## src/rtl/alu_pkg.sv

```systemverilog
// Shared ALU definitions: op-code constants, legality check and the
// arbiter FSM state encoding.
package alu_pkg;

    localparam logic [3:0] OP_ADD  = 4'b0000;
    localparam logic [3:0] OP_SUB  = 4'b1000;
    localparam logic [3:0] OP_SLL  = 4'b0001;
    localparam logic [3:0] OP_SLT  = 4'b0010;
    localparam logic [3:0] OP_SLTU = 4'b0011;
    localparam logic [3:0] OP_XOR  = 4'b0100;
    localparam logic [3:0] OP_SRL  = 4'b0101;
    localparam logic [3:0] OP_SRA  = 4'b1101;
    localparam logic [3:0] OP_OR   = 4'b0110;
    localparam logic [3:0] OP_AND  = 4'b0111;
    localparam logic [3:0] OP_EQ   = 4'b1001;
    localparam logic [3:0] OP_NEQ  = 4'b1010;
    localparam logic [3:0] OP_GE   = 4'b1100;
    localparam logic [3:0] OP_GEU  = 4'b1011;

    typedef enum logic [1:0] {
        ST_IDLE = 2'd0,
        ST_EXEC = 2'd1,
        ST_RESP = 2'd2
    } state_e;

    function automatic logic op_is_legal(input logic [3:0] op);
        case (op)
            OP_ADD, OP_SUB, OP_SLL, OP_SLT, OP_SLTU, OP_XOR, OP_SRL,
            OP_SRA, OP_OR, OP_AND, OP_EQ, OP_NEQ, OP_GE, OP_GEU: return 1'b1;
            default: return 1'b0;
        endcase
    endfunction

endpackage

```

## src/rtl/rr_arbiter.sv

```systemverilog
// Round-robin arbiter: combinational one-hot grant to the first valid
// requester searching upward from last_ptr+1 (mod N).
module rr_arbiter #(
    parameter int N     = 2,
    parameter int PTR_W = $clog2(N)
) (
    input  logic [N-1:0]     valid_i,
    input  logic [PTR_W-1:0] last_ptr_i,
    output logic [N-1:0]     grant_o,
    output logic [PTR_W-1:0] grant_idx_o,
    output logic             any_o
);

    logic [PTR_W:0]   sum;
    logic [PTR_W-1:0] idx;

    always_comb begin
        grant_o     = '0;
        grant_idx_o = '0;
        any_o       = 1'b0;
        sum         = '0;
        idx         = '0;
        for (int i = 1; i <= N; i++) begin
            sum = {1'b0, last_ptr_i} + (PTR_W+1)'(i);
            if (sum >= (PTR_W+1)'(N)) begin
                sum = sum - (PTR_W+1)'(N);
            end
            idx = sum[PTR_W-1:0];
            if (!any_o && valid_i[idx]) begin
                any_o        = 1'b1;
                grant_o[idx] = 1'b1;
                grant_idx_o  = idx;
            end
        end
    end

endmodule

```

## src/rtl/alu_arbiter.sv

```systemverilog
// Shares one external combinational ALU among NREQ requesters; one
// operation in flight, IDLE -> EXEC -> RESP.
module alu_arbiter
    import alu_pkg::*;
#(
    parameter int NREQ  = 2,
    parameter int PTR_W = $clog2(NREQ)
) (
    input  logic              clk_i,
    input  logic              rst_i,
    input  logic [NREQ-1:0]   req_valid_i,
    output logic [NREQ-1:0]   req_ready_o,
    input  logic [NREQ*32-1:0] req_data1_i,
    input  logic [NREQ*32-1:0] req_data2_i,
    input  logic [NREQ*4-1:0] req_op_i,
    output logic [NREQ-1:0]   resp_valid_o,
    input  logic [NREQ-1:0]   resp_ready_i,
    output logic [31:0]       resp_result_o,
    output logic              resp_err_o,
    output logic [31:0]       alu_data1_o,
    output logic [31:0]       alu_data2_o,
    output logic [3:0]        alu_op_o,
    input  logic [31:0]       alu_result_i,
    output logic              busy_o
);

    state_e           state_q, state_d;
    logic [PTR_W-1:0] last_ptr_q, last_ptr_d;
    logic [PTR_W-1:0] owner_q, owner_d;
    logic [31:0]      data1_q, data1_d;
    logic [31:0]      data2_q, data2_d;
    logic [3:0]       op_q, op_d;
    logic [31:0]      result_q, result_d;
    logic             err_q, err_d;

    logic [NREQ-1:0]  grant;
    logic [PTR_W-1:0] grant_idx;
    logic             grant_any;

    rr_arbiter #(
        .N     (NREQ),
        .PTR_W (PTR_W)
    ) u_rr (
        .valid_i     (req_valid_i),
        .last_ptr_i  (last_ptr_q),
        .grant_o     (grant),
        .grant_idx_o (grant_idx),
        .any_o       (grant_any)
    );

    always_comb begin
        state_d      = state_q;
        last_ptr_d   = last_ptr_q;
        owner_d      = owner_q;
        data1_d      = data1_q;
        data2_d      = data2_q;
        op_d         = op_q;
        result_d     = result_q;
        err_d        = err_q;
        req_ready_o  = '0;
        resp_valid_o = '0;
        case (state_q)
            ST_IDLE: begin
                req_ready_o = grant;
                if (grant_any) begin
                    data1_d    = req_data1_i[32*int'(grant_idx) +: 32];
                    data2_d    = req_data2_i[32*int'(grant_idx) +: 32];
                    op_d       = req_op_i[4*int'(grant_idx) +: 4];
                    owner_d    = grant_idx;
                    last_ptr_d = grant_idx;
                    state_d    = ST_EXEC;
                end
            end
            ST_EXEC: begin
                // Illegal ops still complete, but return zero with the error flag.
                result_d = op_is_legal(op_q) ? alu_result_i : 32'd0;
                err_d    = !op_is_legal(op_q);
                state_d  = ST_RESP;
            end
            ST_RESP: begin
                resp_valid_o[owner_q] = 1'b1;
                if (resp_ready_i[owner_q]) begin
                    state_d = ST_IDLE;
                end
            end
            default: state_d = ST_IDLE;
        endcase
    end

    always_ff @(posedge clk_i or posedge rst_i) begin
        if (rst_i) begin
            state_q    <= ST_IDLE;
            last_ptr_q <= PTR_W'(NREQ-1);
            owner_q    <= '0;
            data1_q    <= '0;
            data2_q    <= '0;
            op_q       <= OP_ADD;
            result_q   <= '0;
            err_q      <= 1'b0;
        end else begin
            state_q    <= state_d;
            last_ptr_q <= last_ptr_d;
            owner_q    <= owner_d;
            data1_q    <= data1_d;
            data2_q    <= data2_d;
            op_q       <= op_d;
            result_q   <= result_d;
            err_q      <= err_d;
        end
    end

    assign alu_data1_o   = data1_q;
    assign alu_data2_o   = data2_q;
    assign alu_op_o      = op_q;
    assign resp_result_o = result_q;
    assign resp_err_o    = err_q;
    assign busy_o        = (state_q != ST_IDLE);

endmodule

```

## config.mk

```make
export PLATFORM = sky130hd
export DESIGN_NAME = alu_arbiter
export DESIGN_NICKNAME = d
export VERILOG_FILES = /design/src/rtl/alu_pkg.sv /design/src/rtl/rr_arbiter.sv /design/src/rtl/alu_arbiter.sv
export SDC_FILE = /design/constraint.sdc
export NUM_CORES = 1
export LEC_CHECK = 0
export CORE_MARGIN = 8
export CORE_UTILIZATION = 35
export CTS_BUF_LIST = sky130_fd_sc_hd__clkbuf_8
export DETAILED_ROUTE_END_ITERATION = 8
export PLACE_DENSITY = 0.76
export SYNTH_ARGS = -nofsm -noshare
export SYNTH_HDL_FRONTEND = slang
export SYNTH_SLANG_ARGS = --single-unit
```

## constraint.sdc

```tcl
create_clock -name clk_i -period 3.2 [get_ports clk_i]
set_input_delay 0.32 -clock clk_i [delete_from_list [all_inputs] [get_ports clk_i]]
set_output_delay 0.32 -clock clk_i [all_outputs]
set_load 0.05 [all_outputs]
```

* Word level (Yosys, flattened, before mapping)
Memories as Yosys holds them, arrays and structs flattened.
Cells that the tools add are included.
Widths: inputs -> output; s select.
** Operators by class
- Add/subtract/negate cells :: 4
- Magnitude comparators :: 8
- Equality and inequality tests :: 4
- Shifts and indexed selects :: 3
- Multiplexer cells :: 28
- Bitwise logic cells :: 1
- Reductions and logical operators :: 10
** Operators by type and width (count)
- $shiftx 64x7->32 :: 2
- $mux 32 :: 1
- $mux 1 :: 17
- $mux 2 :: 6
- $shiftx 8x4->4 :: 1
- $lt 1x2->1 const B :: 3
- $pmux 2 s3 :: 1
- $ge 2x2->1 const B :: 2
- $logic_and 1x1->1 :: 4
- $ne 2x2->1 const B :: 2
- $reduce_and 2->1 :: 2
- $demux 1 s1 :: 3
- $ge 1x1->1 const B :: 3
- $add 1x1->2 const B :: 1
- $add 1x2->2 const B :: 1
- $eq 2x1->1 const B :: 1
- $eq 2x2->1 const B :: 1
- $logic_not 1->1 :: 2
- $logic_not 2->1 :: 1
- $or 2x2->2 :: 1
- $reduce_bool 2->1 :: 1
- $sub 1x1->1 const B :: 2
** Word-level totals
- Flip-flop bits (word level) :: 105
- Memory bits (read-only) :: 32
- Logic and storage cells :: 68
- Memories kept :: 2
** Memories
- (name not given) :: depth 16, width 1, read ports 1, clocked after memory_dff 0, write ports 0, line alu_pkg.sv:27 : case (op)
- (name not given) :: depth 16, width 1, read ports 1, clocked after memory_dff 0, write ports 0, line alu_pkg.sv:27

* Longest topological paths before layout
Gate-level depths: netlist of the first run.
- Depth after elaboration :: 11
- Depth in mapped cells :: 5
- Mapped depth without buffers :: 3

* By module
A second synthesis of the first run with hierarchy kept.
** Second synthesis, totals
- Cell total of the unflattened synthesis :: 359
- Area, all modules :: 5401.4 µm²
** By module, submodules not included
- alu_arbiter :: instances 1, cells each 354, area each 5368.9 µm², sequential area each 2628.8 µm²
- rr_arbiter :: instances 1, cells each 5, area each 32.5 µm², sequential area each 0.0 µm²

* Least setup slack after synthesis of the first run
Ideal clock, no wire load.
- Kind :: register to output
- Start point :: register state_q[0]
- End point :: output port req_ready_o[1]
- Arrival :: 1.592 ns
- Path slack :: 1.288 ns
- Cell stages (with the launch flop) :: 4
- Cells stage by stage :: dfrtp_1 > nor2_1 > inv_1 > nor2_1
** Between the ends
- Word-level cells in the longest chain between the ends :: 2
** Ends and longest elaborated chain
- from (decl) :: line alu_arbiter.sv:27 : state_e state_q, state_d;
- from (signal assigned) :: line alu_arbiter.sv:101 : state_q <= state_d;
- $logic_not 2->1 :: line alu_arbiter.sv:62 : case (state_q)
- $mux 2 :: line alu_arbiter.sv:62
- to (decl) :: line alu_arbiter.sv:12 : output logic [NREQ-1:0] req_ready_o,
Every way passes these cells.

* Worst setup path after layout of the first run
- Start point :: register state_q[1]
- End point :: output port req_ready_o[1]
Same word-level chain as after synthesis.

==> results of run 1 <==
through the flow:
step	utilization, %	power [mW]	cell area (sq um)	setup slack (ns)
floorplan	-	6.64	5310	0.121
global placement	54.5	8.47	8190	0.837
finish	55.7	9.28	8370	0.679
detailed placement	54.5	8.59	8190	0.853
CTS	55.7	9.41	8370	0.666
global route	55.7	9.71	8370	0.552
power by group:
group | internal (mW) | leakage (nW) | switching, mW
clock network | 0.290 | 0.0827 | 0.488
registers | 2.00 | 1.26 | 0.407
logic | 2.58 | 2.42 | 3.52
cells in the final DEF, fill, tap and decap left out, drive strengths merged:
cell	n
o21a	1
dfrtp	104
o22ai	1
nand2	1
clkinv	1
a21bo	1
a21oi	3
a31oi	2
buf	5
a22o	32
clkdlybuf4s50	279
clkinvlp	3
clkbuf	9
nor2	4
nand2b	2
o21ai	1
mux2	137
dfstp	1
inv	8
flip-flops by register name, summed over array words and instances, names as in the netlist:
name	cells
alu_data1_o	32
alu_data2_o	32
alu_op_o	4
last_ptr_q	1
owner_q	1
resp_err_o	1
resp_result_o	32
state_q	2
cell families (layout without fill, tap and decap cells):
| kind of cell | count (synthesis) | in the layout | synth area share (%) |
|---|---|---|---|
| simple gates | 7 | 7 | 0.589 |
| buf+inv | 28 | 305 | 4.85 |
| compound gates | 41 | 41 | 6.36 |
| mux | 137 | 137 | 38.7 |
| flops | 105 | 105 | 49.5 |
critical path: stages (launching register included):
cell,delay [ns]
dfrtp_1,0.42
nor2_1,0.32
inv_1,0.15
nor2_1,0.11
clkdlybuf4s50_1,0.81
routing by layer:
layer  part of all wire [%]  track usage [%]  vias up
met5                      0                0        -
met4                    1.9             6.24        0
met3                    7.5             5.58       20
met2                     50             27.2      167
met1                     40             17.4     1805
li1                       -                -     1694
worst paths after layout:
check | endpoint | slack [ns]
hold reg to reg | alu_op_o[0] | 0.52
setup reg to reg | alu_data2_o[17] | 1.25
max in group asynchronous | last_ptr_q | 2.04
min in group clk_i | alu_op_o[0] | 0.52
setup / recovery | req_ready_o[1] | 0.68
hold / removal | resp_result_o[26] | 0.37
area by class of cell:
type / instances / area (sq um)
Clock buffer: 9 / 124
Clock inverter: 7 / 53.8
Fill cell: 1246 / 6660
Inverter: 5 / 21.3
Multi-Input combinational cell: 185 / 2440
Sequential cell: 105 / 2630
Tap cell: 188 / 235
Timing Repair Buffer: 284 / 2870
==> impl_results.md, run 1 <==
* Outcome: complete, no violations
* Width of the chip at 139 um
* Initial core utilization at 35.3%
* CTS buffer count at 9
* # IOs at 280
* Rows at 45
* Vias at 3686
* DRC Markers at 0
* Core Area at 15000 sq um
* Net Count, Synth at 492
* Leakage at 3.75 nW
* Netlist cell types at 20
* CTS Hold Bufs at 0
* HPWL after DPL at 11.8 mm
* Port bufs at 279
* Worst-Skew Late Latency at 0.38 ns
* Post-synth ARST share at 100%
* Max IR drop VDD at 0.000573 V
* Largest cells by area after synthesis: dfrtp_1, mux2_4, a22o_1
* Count of pins over their slew limit at 0
* Placed Cells incl. Taps at 767
* # Max-Cap Violations at 0
* Antenna Violating Nets Remaining at 0
* Final non-filler cell total at 783
* Hold Fails Final Rpt at 0
* Seq/Total Area, Yosys at 49.5%
* Post-synth top flop: dfrtp_1
* Pwr Density at 1110 nW/um^2
* Min Tclk post-route at 2.52 ns
* Number of global-route vias before repair at 4311
* H-tree depth at 3
* R2r startpoint: last_ptr_q
* Setup Buffers After CTS at 0
* Drt pass-1 iters at 4
* Vias per cell at 4.71
* Setup TNS at 0 ns
* Synth area leader: dfrtp_1
* Layout cell share with drive strength beyond 1 at 27.4%
* CP Capture Type: output pin
* Worst hold margin at 0.371 ns
* Slew @ Worst Pin at 0.635 ns
* Synth Warn # at 0
* Syn-to-layout area delta at 57.7%
* Gp weighted congestion at 0.757
* Final Cycle Share at 78.8%
* Clock transition at path regs at 0.11 ns
* Critical path data required time at 2.88 ns
* Die Ht at 139 um
* Post-Synthesis Cells at 318
* Startpoint Class: flip-flop
* CTS tree: yes
* Crit Path Max Fanout at 5
* Setup crit start: state_q[1]
* Gr usage total at 15.7%
* Max clock buf depth at 2
* Worst Skew at 0.0199 ns
* Nets at 764
* Post-synth top area share at 49.0%
* HP Class: in -> async
* Slew margin rel. at 57.7%
* # diodes at 0
* F_max at 397 MHz
* Avg Cell Area, Syn at 16.7 sq um
* Yosys reg bits at 105
* Synth cell count leaders: mux2_4, dfrtp_1, a22o_1
* First-pass GRT wire length at 24.1 mm
* CTS Sinks at 105
* RSZ-0062 raised after global routing: no
* Antenna violations before repair at 0
* CP Class: reg -> out
* Detailed router's first-iteration violation count at 129
* Worst reg2reg path depth at 4
* Post-synth EDFFs at 0
* Final setup fails at 0
* Netlist Area Pre-Place at 5310 sq um
* Routed len/inst at 19.5 um
* Resize count post-CTS at 0
* GRT Residual Overflow at 0
* Crit path arrival time at 2.20 ns
* Die area at 19400 sq um
* Root Buffer: clkbuf_8
* Routed WL at 15.3 mm
* Most numerous cell in the Yosys netlist: mux2_4
* Largest net degree at the start of global routing at 71
Power figures use the tool's default switching activity.
==> run 2, diff against run 1 <==
==> constraint.sdc (replaced) <==
create_clock -name clk_i -period 2.3 [get_ports clk_i]
set_input_delay 0.23 -clock clk_i [delete_from_list [all_inputs] [get_ports clk_i]]
set_output_delay 0.23 -clock clk_i [all_outputs]
set_load 0.05 [all_outputs]
==> impl_results.md, run 2 (synthesis gave the netlist of run 1 again) <==
* Layout cell share with drive strength beyond 1 at 28.6%
* Syn-to-layout area delta at 59.7%
* Register-to-register setup slack at 0.47 ns
* First-pass GRT wire length at 24.2 mm
* Count of pins over their slew limit at 0
* Cell family with most CP delay: buffers and inverters
* Sw power at 6.17 mW
* Highest-count cells in the layout ignoring fill and taps: clkdlybuf4s50_1, mux2_4, dfrtp_1
* Gate power share at 65.7%
* Outcome: complete, no violations
* Final setup fails at 0
* Critical path data required time at 2.07 ns
* Routed WL at 15.6 mm
* Setup TNS at 0 ns
* Slowest CP cell: clkdlybuf4s50_1
* Width of the chip at 139 um
* Int Pwr at 6.85 mW
* Setup Buffers After CTS at 0
* # diodes at 0
* Nets at 771
* Clock transition at path regs at 0.12 ns
* Worst path bufs/invs at 2
* Crit path arrival time at 1.98 ns
* Port bufs at 279
* Drt pass-1 iters at 4
* Leakage at 3.81 nW
* Worst-Skew Late Latency at 0.37 ns
* Worst Skew at 0.0169 ns
* CP Class: reg -> out
* Resize count post-CTS at 0
* CTS tree: yes
* Pwr Density at 1540 nW/um^2
* Detailed router's first-iteration violation count at 84
* DRC Markers at 0
* CTS Hold Bufs at 0
* RSZ-0062 raised after global routing: no
* Die area at 19400 sq um
* CP Cell Sequence: nor2_1, inv_1, clkdlybuf4s50_1
* F_max at 453 MHz
* Core Area at 15000 sq um
* Rows at 45
* Max clock buf depth at 2
* Startpoint Class: flip-flop
* HPWL after DPL at 12.3 mm
* Worst stage delay on the critical path at 0.75 ns
* Sequential Power Share at 25.9%
* Most common cell after layout, fill and taps aside: clkdlybuf4s50_1
* Final non-filler cell total at 790
* CTS buffer count at 9
* Initial core utilization at 35.3%
* R2r startpoint: last_ptr_q
* Worst R2R End: alu_data2_o[4]
* Hold Fails Final Rpt at 0
* Total Power at 13.0 mW
* CTS Sinks at 105
* Slew @ Worst Pin at 0.719 ns
* CP Capture Type: output pin
* Clock power share at 8.4%
* Final Cycle Share at 95.9%
* Crit Path Max Fanout at 5
* HP Class: in -> async
* Die Ht at 139 um
* Vias at 3730
* Placed Cells incl. Taps at 774
* Worst reg2reg path depth at 4
* Switching part of the total power at 47.4%
* Routed len/inst at 19.8 um
* Gp weighted congestion at 0.738
* Antenna Violating Nets Remaining at 0
* Max IR drop VDD at 0.000710 V
* Vias per cell at 4.72
* GRT Residual Overflow at 0
* # IOs at 280
* Root Buffer: clkbuf_8
* Antenna violations before repair at 0
* Gr usage total at 16.0%
* Number of global-route vias before repair at 4244
* Largest net degree at the start of global routing at 41
* H-tree depth at 3
* Slew margin rel. at 52.0%
* Min Tclk post-route at 2.21 ns
* # Max-Cap Violations at 0
==> run 2: cell types whose count changed in the layout (fill, tap and decap cells not counted) <==
cell,previous run,this run
inv_4,1,0
buf_12,3,7
buf_4,2,7
clkdlybuf4s50_1,279,277
inv_8,0,2
inv_6,3,2
==> run 2: layer usage <==
| metal | part of all wire, % | vias to the layer above | track usage (%) |
|---|---|---|---|
| met5 | 0 | - | 0 |
| met4 | 2.3 | 0 | 6.53 |
| met3 | 6.5 | 24 | 5.20 |
| met2 | 51 | 171 | 27.6 |
| met1 | 40 | 1829 | 17.8 |
| li1 | - | 1706 | - |
==> run 2: how the worst max path moves through the flow <==
stage                    from        endpoint  slack, ns  cells after the start
3_3_place_gp   req_valid_i[0]  alu_data2_o[7]       0.27                      5
4_1_cts            state_q[0]          busy_o       0.05                      3
6_report           state_q[0]          busy_o       0.09                      3
3_5_place_dp   req_valid_i[0]  alu_data2_o[2]       0.22                      5
5_1_grt            state_q[0]          busy_o      0.002                      3
2_1_floorplan      state_q[0]  req_ready_o[1]       0.48                      3
==> run 2: layout make-up <==
type | count | area, sq um
Inverter | 5 | 22.5
Fill cell | 1196 | 6560
Multi-Input combinational cell | 185 | 2440
Timing Repair Buffer | 291 | 2970
Clock inverter | 7 | 60.1
Sequential cell | 105 | 2630
Tap cell | 188 | 235
Clock buffer | 9 | 124
==> run 2: per-stage QoR <==
step	area (sq um)	util (%)	setup slack, ns	hold WS, ns
floorplan	5310	-	0.478	0.293
finish	8480	56.4	0.0942	0.307
detailed placement	8290	55.2	0.217	0.491
global route	8480	56.4	0.00179	0.324
global placement	8290	55.2	0.271	0.489
CTS	8480	56.4	0.0499	0.299
==> run 2: power groups by stage <==
stage / sequential (mW) / clock [mW] / combinational [mW]
2_1_floorplan: 6.39 / 0 / 2.85
3_5_place_dp: 3.38 / 0 / 8.63
4_1_cts: 3.38 / 1.15 / 8.65
5_1_grt: 3.48 / 1.23 / 8.88
3_3_place_gp: 3.36 / 0 / 8.52
6_report: 3.37 / 1.09 / 8.56
==> run 3, diff against run 2 <==
--- a/config.mk
+++ b/config.mk
@@ -8,7 +8,10 @@
 export CORE_MARGIN = 8
 export CORE_UTILIZATION = 35
 export CTS_BUF_LIST = sky130_fd_sc_hd__clkbuf_8
+export CTS_CLUSTER_SIZE = 30
 export DETAILED_ROUTE_END_ITERATION = 8
+export GPL_TIMING_DRIVEN = 1
+export HOLD_SLACK_MARGIN = 0.02
 export PLACE_DENSITY = 0.76
 export SYNTH_ARGS = -nofsm -noshare
 export SYNTH_HDL_FRONTEND = slang
==> results of run 3 <==
No change in the layout: final DEF, timing and power equal those of run 2.
